[config.mk]
export PLATFORM = sky130hd
export DESIGN_NAME = alu_arbiter
export DESIGN_NICKNAME = d
export VERILOG_FILES = /design/src/rtl/alu_arbiter.sv
export SDC_FILE = /design/constraint.sdc
export NUM_CORES = 1
export LEC_CHECK = 0
export ABC_AREA = 1
export CORE_AREA = 2 2 126 128
export CTS_CLUSTER_DIAMETER = 30
export DETAILED_ROUTE_END_ITERATION = 16
export DIE_AREA = 0 0 128 130
export GPL_ROUTABILITY_DRIVEN = 1
export PLACE_DENSITY_LB_ADDON = 0.15
export SYNTH_ARGS = -nofsm -noshare
export SYNTH_HDL_FRONTEND = slang
export SYNTH_SLANG_ARGS = --single-unit
[constraint.sdc]
create_clock -name clk_i -period 1.27 [get_ports clk_i]
set_clock_uncertainty 0.15 [all_clocks]
set_input_delay 0.254 -clock clk_i [delete_from_list [all_inputs] [get_ports clk_i]]
set_output_delay 0.254 -clock clk_i [all_outputs]
set_load 0.02 [all_outputs]
[src/rtl/alu_arbiter.sv]
// alu_arbiter: round-robin arbiter sharing one combinational alu among NUM_REQ requesters
//   riscv_pkg    : XLEN and alu_op_e shared with the alu and its requesters
//   clk_i/rst_ni : clock, synchronous active-low reset
//   req_*        : per-requester valid/ready handshake, operands and operation
//   rsp_*        : per-requester registered result/flags {overflow, carry, negative, zero}
//   alu_*        : operands/op to the shared alu and its combinational result/flags
package riscv_pkg;
    localparam int XLEN = 32;
    typedef enum logic [3:0] {
        ALU_ADD, ALU_SUB, ALU_SLT, ALU_SLTU, ALU_AND,
        ALU_OR, ALU_XOR, ALU_SLL, ALU_SRL, ALU_SRA
    } alu_op_e;
endpackage

module alu_arbiter
    import riscv_pkg::*;
#(
    parameter int NUM_REQ = 2
) (
    input  logic                              clk_i,
    input  logic                              rst_ni,
    input  logic    [NUM_REQ-1:0]             req_valid_i,
    output logic    [NUM_REQ-1:0]             req_ready_o,
    input  logic    [NUM_REQ-1:0][XLEN-1:0]   req_a_i,
    input  logic    [NUM_REQ-1:0][XLEN-1:0]   req_b_i,
    input  alu_op_e [NUM_REQ-1:0]             req_op_i,
    output logic    [NUM_REQ-1:0]             rsp_valid_o,
    input  logic    [NUM_REQ-1:0]             rsp_ready_i,
    output logic    [NUM_REQ-1:0][XLEN-1:0]   rsp_result_o,
    output logic    [NUM_REQ-1:0][3:0]        rsp_flags_o,
    output logic    [XLEN-1:0]                alu_a_o,
    output logic    [XLEN-1:0]                alu_b_o,
    output alu_op_e                           alu_op_o,
    input  logic    [XLEN-1:0]                alu_result_i,
    input  logic                              alu_zero_i,
    input  logic                              alu_negative_i,
    input  logic                              alu_carry_i,
    input  logic                              alu_overflow_i
);
    localparam int PW = $clog2(NUM_REQ);

    logic [PW-1:0]                 r_ptr;
    logic [NUM_REQ-1:0]            r_vld;
    logic [NUM_REQ-1:0][XLEN-1:0]  r_res;
    logic [NUM_REQ-1:0][3:0]       r_flg;
    logic [NUM_REQ-1:0]            w_elig;
    logic [NUM_REQ-1:0]            w_gnt;
    logic [PW-1:0]                 w_idx;
    logic [PW-1:0]                 w_j;
    logic                          w_any;
    logic                          w_fire;

    // a slot can take a new result when empty or being drained this cycle
    assign w_elig = req_valid_i & (~r_vld | rsp_ready_i);

    // first eligible requester at or after r_ptr, wrapping
    always_comb begin
        w_any = 1'b0;
        w_idx = '0;
        w_j   = '0;
        for (int k = 0; k < NUM_REQ; k++) begin
            w_j = PW'((int'(r_ptr) + k) % NUM_REQ);
            if (!w_any && w_elig[w_j]) begin
                w_any = 1'b1;
                w_idx = w_j;
            end
        end
    end

    // no grant while in reset, so nothing is accepted on the reset edge
    assign w_fire      = w_any && rst_ni;
    assign w_gnt       = w_fire ? (NUM_REQ'(1) << w_idx) : '0;
    assign req_ready_o = w_gnt;
    assign alu_a_o     = w_fire ? req_a_i[w_idx] : '0;
    assign alu_b_o     = w_fire ? req_b_i[w_idx] : '0;
    assign alu_op_o    = w_fire ? req_op_i[w_idx] : ALU_ADD;

    always_ff @(posedge clk_i) begin
        if (!rst_ni) begin
            r_ptr <= '0;
            r_vld <= '0;
            r_res <= '0;
            r_flg <= '0;
        end else begin
            // a refill of a draining slot keeps it valid with the new data
            r_vld <= (r_vld & ~rsp_ready_i) | w_gnt;
            if (w_fire) begin
                r_ptr        <= PW'((int'(w_idx) + 1) % NUM_REQ);
                r_res[w_idx] <= alu_result_i;
                r_flg[w_idx] <= {alu_overflow_i, alu_carry_i, alu_negative_i, alu_zero_i};
            end
        end
    end

    assign rsp_valid_o  = r_vld;
    assign rsp_result_o = r_res;
    assign rsp_flags_o  = r_flg;
endmodule

==> impl_metrics.tcl, run 1 <==
set metrics [dict create \
    hp-class "input port to flop" \
    power_mw 8.57 \
    tritoncts "done" \
    yosys-top-cells-count "nand2_1 (321), nand3_1 (105), dfxtp_1 (75), inv_1 (75), nor2_1 (72)" \
    synth_ff_type "dfxtp_1" \
    die_area_mm2 0.0166 \
    place.gp.congestion 0.780 \
    slew_violations 0 \
    fin_nets 1224 \
    die_h_um 130 \
    ir_drop_uv 900 \
    cp_cell_sequence "a21boi_2 -> nand2_2 -> nor2_4 -> buf_12 -> buf_12 -> buf_12 -> nand2_2 -> nand2_2 -> buf_6" \
    hpwl_um 13200 \
    critPathKind "flop to primary output" \
    cts.sinks 75 \
    post-route-cell-area_mm2 0.00898 \
    ys_seq_area_share_pct 36.1 \
    dpl_cell_area_mm2 0.00780 \
    cts_made_buffers 9 \
    clockBufferDepth 2 \
    synth_mux_area_share_pct 0 \
    syn-instance-count 707 \
    whs_ns 0.162 \
    grt_pass1_vias 5130 \
    synth_area_leaders "dfxtp_1 (36%), nand2_1 (29%), nand3_1 (13%)" \
    start_util_pct 27.0 \
    post_drt_via_cell_ratio 4.43 \
    period_share_pct 166 \
    rsz0062_at_grt "yes" \
    synth-adder-area-share_pct 0 \
    path_clk_slew_ns 0.06 \
    n_antenna_cell 0 \
    hold_buffers 0 \
    worstSetupEndpointType "primary output" \
    yosysTopAreaCell "dfxtp_1" \
    min-delay-start "rsp_ready_i[1]" \
    synthArstFlopShare_pct 0 \
    fin_ws_ns -0.834 \
    drc 0 \
    violations "setup timing" \
    cp_slowest_cell "dfxtp_2" \
    nFillCells 1423 \
    synth-simple-area-share_pct 48.9 \
    p_leak_nw 4.72 \
    totalWireLength_um 20200 \
    worstPathArrival_ns 1.70 \
    synth_edf_count 0 \
    setup_viol 147 \
    drt_pass1_iterations 4 \
    drt-initial-drc-count 187 \
    crit_required_ns 0.87 \
    maxCapViolCount 0 \
    grt_max_degree 74 \
    setup_tns_ns -79.64 \
    max_freq_mhz 475 \
    avgSynthCellArea_um2 5.88 \
    synth_most_common_cell "nand2_1" \
    io_pins 322 \
    p_per_area_mw_per_mm2 953 \
    synth_xor_area_share_pct 0 \
    relSlewSlack_pct 47.3 \
    cts_root_buffer "clkbuf_16" \
    slowest_delay_ns 0.32 \
    synthToLayoutAreaGrowth_pct 116 \
    synth_warnings 0 \
    worstPathMaxFanout 8 \
    synth_area_mm2 0.00416 \
    grt_pass1_wl_um 28100 \
    routed-via-count 5503 \
    synth_top_area_share_pct 36.1 \
    synth_top_family_by_area "simple AND/OR/NAND/NOR gates" \
    rows 46 \
    synth_nets 885 \
    core_mm2 0.0154 \
    synth_compound_area_share_pct 0.632 \
    ys_ff_latch 75 \
    period_needed_ns 2.10 \
    synth.distinct_cells 16 \
    port_buffers 321 \
    wl_per_cell_um 16.3 \
    drive_gt1_share_pct 35.5 \
    htree_levels 3 \
    drtAntennaViolNets 0 \
    gr-total-overflow 0 \
    track_usage_pct 21.8 \
    r2r-start "rsp_valid_o[0]$_SDFF_PN0_" \
    startpoint_type "flop" \
    crit_path_start "rsp_valid_o[1]$_SDFF_PN0_" \
    die-width_um 128 \
    status "complete, but fails checks" \
    clkLatencyLatePin_ns 0.34 \
    antenna_found_initial 0 \
    worst_pin_slew_ns 0.790 \
    hold_viol 0 \
]
-- power by group --
part | switching (mW) | total (mW) | internal (mW)
combinational | 1.60 | 3.18 | 1.59
clock | 1.01 | 2.72 | 1.71
sequential | 0.100 | 2.66 | 2.56
-- worst max-delay path, delay by kind of cell, from the launching register on --
| kind | cells | cell delay [ns] |
|---|---|---|
| buffers and inverters | 4 | 0.53 |
| and+or+nand+nor | 4 | 0.35 |
| DFF | 1 | 0.32 |
| AOI/OAI and AO/OA | 1 | 0.15 |
-- final timing paths --
kind,end,slack [ns],cells past startpoint
worst max-delay path,alu_a_o[5],-0.83,9
worst min-delay path,rsp_valid_o[1]$_SDFF_PN0_,0.16,4
worst max register to register,rsp_result_o[63]$_SDFFE_PN0P_,-0.46,7
worst min register to register,r_ptr$_SDFFE_PN0P_,0.34,2
-- per-layer routing --
layer	share of wire (%)	wire, µm	track usage (%)
met5	0	0	0
met2	49	9900	37.3
met3	8.7	1770	7.79
met1	40	8180	26.1
met4	2.0	403	6.08
-- area by class of cell --
cell class	instances	area, µm²	area share, %
Clock buffer	12	268	2.98
Inverter	77	292	3.24
Clock inverter	4	55.1	0.613
Timing Repair Buffer	377	3940	43.8
Multi-Input combinational cell	506	2680	29.8
Tap cell	192	240	2.67
Sequential cell	75	1510	16.8
-- metrics by stage --
step / utilization [%] / cells / worst slack, ns
after CTS: 56.1 / 1234 / -0.893
final: 58.2 / 1243 / -0.834
after global placement: 50.5 / 1199 / -1.34
after floorplan: - / 707 / -0.286
after detailed placement: 50.5 / 1199 / -1.35
after global routing: 58.2 / 1243 / -0.923
-- sequential cells by signal (all words and copies together), names as in the netlist --
register,cells
rsp_result_o,64
rsp_flags_o,8
rsp_valid_o,2
r_ptr,1
-- kinds of logic after synthesis --
logic type / Yosys count
AO/OA/AOI/OAI: 4
buffers and inverters: 126
AND/OR/NAND/NOR: 502
flip-flops: 75
-- placed cells by master (no fill, tap or decap), drive strengths merged --
| cell type | synthesis | layout |
|---|---|---|
| inv | 77 | 78 |
| a21oi | 2 | 2 |
| a21boi | 1 | 1 |
| bufinv | 0 | 1 |
| nor2 | 74 | 74 |
| clkinv | 0 | 1 |
| bufbuf | 0 | 2 |
| dfxtp | 75 | 75 |
| o21ai | 1 | 1 |
| clkdlybuf4s50 | 0 | 172 |
| clkinvlp | 0 | 1 |
| buf | 45 | 180 |
| nand3 | 105 | 105 |
| nand2 | 323 | 323 |
| dlygate4sd2 | 0 | 5 |
| clkbuf | 4 | 30 |
-- repair_timing --
item | CTS | global route
pin swaps | 14 | 28
setup endpoints to repair | 217 | 215
gates resized for setup | 567 | 275
buffers inserted | 11 | 7
gates cloned | 8 | 12
No activity file was read; power rests on OpenSTA's default activity.
==> inputs of run 2 (changes only) <==
--- a/config.mk
+++ b/config.mk
@@ -11,6 +11,7 @@
 export DETAILED_ROUTE_END_ITERATION = 16
 export DIE_AREA = 0 0 128 130
 export GPL_ROUTABILITY_DRIVEN = 1
+export MAX_ROUTING_LAYER = met4
 export PLACE_DENSITY_LB_ADDON = 0.15
 export SYNTH_ARGS = -nofsm -noshare
 export SYNTH_HDL_FRONTEND = slang
==> run 2 against run 1 <==
The run still ends with setup timing left. Fmax barely moved. Flip-flop and latch count did not move. Count of clock-buffer cells in the layout did not move. Combinational power barely moved. Register-to-register slack barely moved. Sequential share of layout area barely moved. Power rose by 0.19%. Critical path depth did not move. Die area did not move. Global-route usage rose by 0.74 points. Worst setup slack barely moved.
==> impl_metrics.tcl, run 2 (synthesis results as in run 1) <==
set metrics [dict create \
    totalWireLength_um 20300 \
    fin_ws_ns -0.834 \
    r2r-start "rsp_valid_o[0]$_SDFF_PN0_" \
    cp_slowest_cell "dfxtp_2" \
    whs_path_depth 4 \
    post_drt_via_cell_ratio 4.43 \
    io_pins 322 \
    drt_pass1_iterations 4 \
    place.gp.congestion 0.790 \
    max_freq_mhz 475 \
    n_antenna_cell 0 \
    worstPathMaxFanout 8 \
    crit_required_ns 0.87 \
    post-route-cell-area_mm2 0.00902 \
    nFillCells 1418 \
    port_buffers 321 \
    tritoncts "done" \
    worstPathArrival_ns 1.70 \
    critPathTopFamily "buffers and inverters" \
    clockBufferDepth 2 \
    cp_cell_sequence "a21boi_2 -> nand2_2 -> nor2_4 -> buf_12 -> buf_12 -> clkbuf_16 -> nand2_1 -> nand2_2 -> buf_6" \
    crit_buf_inv 4 \
    rsz0062_at_grt "yes" \
    min_to "rsp_valid_o[1]$_SDFF_PN0_" \
    gr-total-overflow 0 \
    drt-initial-drc-count 207 \
    startpoint_type "flop" \
    routed-via-count 5503 \
    min-delay-start "rsp_ready_i[1]" \
    grt_max_degree 74 \
    final_core_util_pct 58.5 \
    mostFrequentLayoutCells "nand2_1 (197), clkdlybuf4s50_1 (172), nand2_2 (98)" \
    dpl_cell_area_mm2 0.00780 \
    maxCapViolCount 0 \
    relSlewSlack_pct 46.9 \
    hp-class "input port to flop" \
    wl_per_cell_um 16.4 \
    rr_worst_depth 7 \
    hpwl_um 13200 \
    ir_drop_uv 905 \
    track_usage_pct 22.6 \
    fin_nets 1224 \
    core_mm2 0.0154 \
    p_leak_nw 4.72 \
    hold_viol 0 \
    rrSetupSlack_ns -0.46 \
    status "complete, but fails checks" \
    worstSetupEndpointType "primary output" \
    hold_buffers 0 \
    die_area_mm2 0.0166 \
    grt_pass1_wl_um 28100 \
    clkLatencyLatePin_ns 0.34 \
    rows 46 \
    critPathKind "flop to primary output" \
    final_common_cell "nand2_1" \
    drc 0 \
    drtAntennaViolNets 0 \
    slew_violations 0 \
    grt_pass1_vias 5123 \
    htree_levels 3 \
    r2r-end "rsp_result_o[63]$_SDFFE_PN0P_" \
    cts_root_buffer "clkbuf_16" \
    worst_pin_slew_ns 0.796 \
    synthToLayoutAreaGrowth_pct 117 \
    die_h_um 130 \
    p_per_area_mw_per_mm2 952 \
    cts_made_buffers 9 \
    violations "setup timing" \
    cts.sinks 75 \
    setup_tns_ns -79.54 \
    period_needed_ns 2.10 \
    start_util_pct 27.0 \
    slowest_delay_ns 0.32 \
    die-width_um 128 \
    setup_viol 147 \
    largest_reg_flops 64 \
    path_clk_slew_ns 0.06 \
    antenna_found_initial 0 \
    period_share_pct 166 \
    drive_gt1_share_pct 35.8 \
]
==> run 2: changes by cell type in the layout (fill, tap and decap cells not counted) <==
cell,previous run,this run
buf_4,52,58
clkbuf_2,9,8
buf_2,22,15
buf_6,89,91
dfxtp_2,4,7
dfxtp_1,70,67
==> run 2: layout make-up <==
cell class              instances  area (µm²)  share of cell area (%)
repair buffers                377        3970                    44.0
multi-input cells             506        2680                    29.7
flip-flops and latches         75        1510                    16.8
inverters                      77         292                    3.23
clock buffers                  12         268                    2.97
well taps                     192         240                    2.66
clock inverters                 4        55.1                   0.611
==> run 2: through the flow <==
stage / total power [mW] / hold WS [ns] / std cells / setup slack [ns]
2_1_floorplan: 4.01 / 0.239 / 707 / -0.286
3_3_place_gp: 5.50 / 0.321 / 1199 / -1.34
3_5_place_dp: 5.51 / 0.320 / 1199 / -1.35
4_1_cts: 8.53 / 0.154 / 1234 / -0.893
5_1_grt: 9.02 / 0.180 / 1243 / -0.928
6_report: 8.58 / 0.163 / 1243 / -0.834
==> run 2: report_power, final <==
part	internal (mW)	switching [mW]	total, mW
clock network	1.71	1.01	2.71
logic	1.60	1.60	3.20
registers	2.56	0.102	2.67
total	5.87	2.71	8.58
==> run 2: worst max-delay path by stage <==
stage / from / end / slack, ns / depth (start not counted)
final: rsp_valid_o[1]$_SDFF_PN0_ / alu_b_o[25] / -0.83 / 9
after global routing: rsp_valid_o[1]$_SDFF_PN0_ / alu_a_o[5] / -0.93 / 9
after CTS: rsp_valid_o[1]$_SDFF_PN0_ / alu_b_o[13] / -0.89 / 8
after detailed placement: rsp_ready_i[1] / alu_b_o[19] / -1.35 / 10
after global placement: rsp_ready_i[0] / alu_a_o[5] / -1.34 / 9
after floorplan: rsp_valid_o[1]$_SDFF_PN0_ / alu_a_o[30] / -0.29 / 7
==> run 2: worst reg2reg max path, delay by kind of cell (launching register included) <==
| kind | cells | cell delay (ns) |
|---|---|---|
| buffers and inverters | 1 | 0.59 |
| and+or+nand+nor | 6 | 0.54 |
| DFF | 1 | 0.35 |
==> run 2: per-layer routing <==
layer | routed length, µm | track usage (%) | up-vias
met5 | 0 | - | -
met4 | 372 | 5.88 | 0
met3 | 1600 | 7.59 | 25
met2 | 9980 | 37.3 | 208
met1 | 8370 | 26.5 | 2464
li1 | - | - | 2806
==> run 2: what timing repair did <==
item	4_1_cts	5_1_grt
buffers inserted	11	7
pin swaps	14	28
resized for setup	567	289
setup endpoints to repair	217	216
hold endpoints to repair	0	0
cloned	8	12
==> inputs of run 3 (changes only) <==
--- a/config.mk
+++ b/config.mk
@@ -11,8 +11,10 @@
 export DETAILED_ROUTE_END_ITERATION = 16
 export DIE_AREA = 0 0 128 130
 export GPL_ROUTABILITY_DRIVEN = 1
+export HOLD_SLACK_MARGIN = 0.03
 export MAX_ROUTING_LAYER = met4
 export PLACE_DENSITY_LB_ADDON = 0.15
+export REMOVE_ABC_BUFFERS = 1
 export SYNTH_ARGS = -nofsm -noshare
 export SYNTH_HDL_FRONTEND = slang
 export SYNTH_SLANG_ARGS = --single-unit
==> run 3 against run 2 <==
The run still ends with setup timing left. Via count is 4.6% higher. Global-route usage up 2.6 points. Worst setup slack better by 0.0042 ns. Critical path type unchanged. Critical endpoint is now alu_a_o[20]. Largest power group unchanged.
==> impl_metrics.tcl, run 3 (synthesis results as in run 1) <==
set metrics [dict create \
    status "complete, but fails checks" \
    violations "setup timing" \
    max_freq_mhz 476 \
    cts.sinks 75 \
    dp.cells 1199 \
    hold_viol 0 \
    rsz0062_at_grt "yes" \
    maxCapViolCount 0 \
    worst_pin_slew_ns 0.801 \
    fin_nets 1239 \
    clkLatencyLatePin_ns 0.33 \
    p_per_area_mw_per_mm2 951 \
    drt_pass1_iterations 4 \
    worstPathArrival_ns 1.70 \
    antenna_found_initial 0 \
    regArea_mm2 0.00152 \
    die-width_um 128 \
    ir_drop_uv 748 \
    r2r-start "rsp_valid_o[1]$_SDFF_PN0_" \
    die_h_um 130 \
    drt-initial-drc-count 257 \
    post_drt_via_cell_ratio 4.58 \
    setup_viol 147 \
    path_clk_slew_ns 0.06 \
    worstPathMaxFanout 9 \
    rows 46 \
    io_pins 322 \
    clockBufferDepth 2 \
    cts_root_buffer "clkbuf_16" \
    core_mm2 0.0154 \
    totalWireLength_um 22400 \
    htree_levels 3 \
    die_area_mm2 0.0166 \
    crit_required_ns 0.87 \
    final_common_cell "nand2_1" \
    dpl_cell_area_mm2 0.00756 \
    port_buffers 321 \
    nFillCells 1413 \
    hp-class "input port to flop" \
    tritoncts "done" \
    cts_made_buffers 9 \
    slew_violations 0 \
    rrSetupSlack_ns -0.47 \
    routed-via-count 5757 \
    place.gp.congestion 0.807 \
    rr_worst_depth 9 \
    track_usage_pct 25.2 \
    drc 0 \
    hpwl_um 13300 \
    n_antenna_cell 0 \
    grt_pass1_wl_um 30400 \
    drtAntennaViolNets 0 \
    period_needed_ns 2.10 \
    relSlewSlack_pct 46.6 \
    synthToLayoutAreaGrowth_pct 128 \
    wl_per_cell_um 17.8 \
    post-route-cell-area_mm2 0.00947 \
    gr-total-overflow 0 \
    preCtsSetupSlack_ns -1.44 \
    drive_gt1_share_pct 37.6 \
    start_util_pct 27.0 \
    fin_cells 1258 \
    grt_max_degree 74 \
    fin_ws_ns -0.830 \
    grt_pass1_vias 5189 \
    period_share_pct 165 \
    r2r-end "rsp_valid_o[0]$_SDFF_PN0_" \
    mostFrequentLayoutCells "nand2_1 (180), clkdlybuf4s50_1 (172), nand3_1 (98)" \
    p_leak_nw 5.05 \
    worstSetupEndpoint "alu_a_o[20]" \
    multi_input_area_mm2 0.00275 \
    whs_ns 0.227 \
    critPathKind "flop to primary output" \
    largest_reg_flops 64 \
    crit_path_start "rsp_valid_o[1]$_SDFF_PN0_" \
    startpoint_type "flop" \
    worstSetupEndpointType "primary output" \
]
==> run 3: cell count changes in the layout (fill, tap and decap cells not counted), sizes merged <==
cell | before | now
buf | 181 | 204
bufbuf | 2 | 3
bufinv | 1 | 2
clkbuf | 29 | 20
dlygate4sd2 | 5 | 4
inv | 78 | 77
nand2 | 323 | 324
==> run 3: final cells by class <==
type / count / share of cell area [%]
Clock inverter: 4 / 0.766
Tap cell: 192 / 2.54
Clock buffer: 12 / 2.71
Timing Repair Buffer: 391 / 45.8
Sequential cell: 75 / 16.0
Inverter: 77 / 3.05
Multi-Input combinational cell: 507 / 29.1
==> run 3: through the flow <==
step	setup TNS [ns]	power, mW	util [%]
floorplan	-199.63	3.80	-
global placement	-180.70	5.43	49.0
detailed placement	-179.80	5.44	49.0
CTS	-83.69	8.68	55.5
global route	-89.03	9.42	61.4
finish	-80.90	9.00	61.4
==> run 3: worst min-delay path by stage <==
stage,startpoint,to,slack [ns],cells after the start
after floorplan,rst_ni,rsp_flags_o[4]$_SDFFE_PN0P_,0.22,2
after detailed placement,rsp_result_o[43]$_SDFFE_PN0P_,rsp_result_o[43]$_SDFFE_PN0P_,0.35,4
after global routing,rst_ni,rsp_valid_o[1]$_SDFF_PN0_,0.23,4
after global placement,rsp_result_o[63]$_SDFFE_PN0P_,rsp_result_o[63]$_SDFFE_PN0P_,0.35,4
final,rst_ni,rsp_valid_o[1]$_SDFF_PN0_,0.23,4
after CTS,rst_ni,rsp_valid_o[1]$_SDFF_PN0_,0.19,4
==> run 3: worst max-delay path: stages, from the launching register on <==
cell	delay (ns)
dfxtp_2	0.33
a21boi_4	0.19
nand2_4	0.08
nor2_4	0.15
buf_12	0.18
buf_12	0.14
nand2_1	0.07
nand2_1	0.09
buf_6	0.12
==> run 3: per-layer routing <==
layer	vias up	GRT usage (%)	wire, µm
met2	220	40.0	11000
li1	2843	-	-
met4	0	5.04	363
met3	22	6.27	1470
met1	2672	32.7	9620
met5	-	-	0
==> run 3: power by group <==
part	switching, mW	internal, mW
combinational	1.72	1.78
clock	1.00	1.83
sequential	0.108	2.57
==> run 3: what timing repair did <==
item,CTS,global route
cloned,20,9
gates resized for setup,782,273
setup buffers,15,6
hold buffers,0,0
pin swaps,10,29
hold endpoints to repair,0,0
setup endpoints to repair,219,189
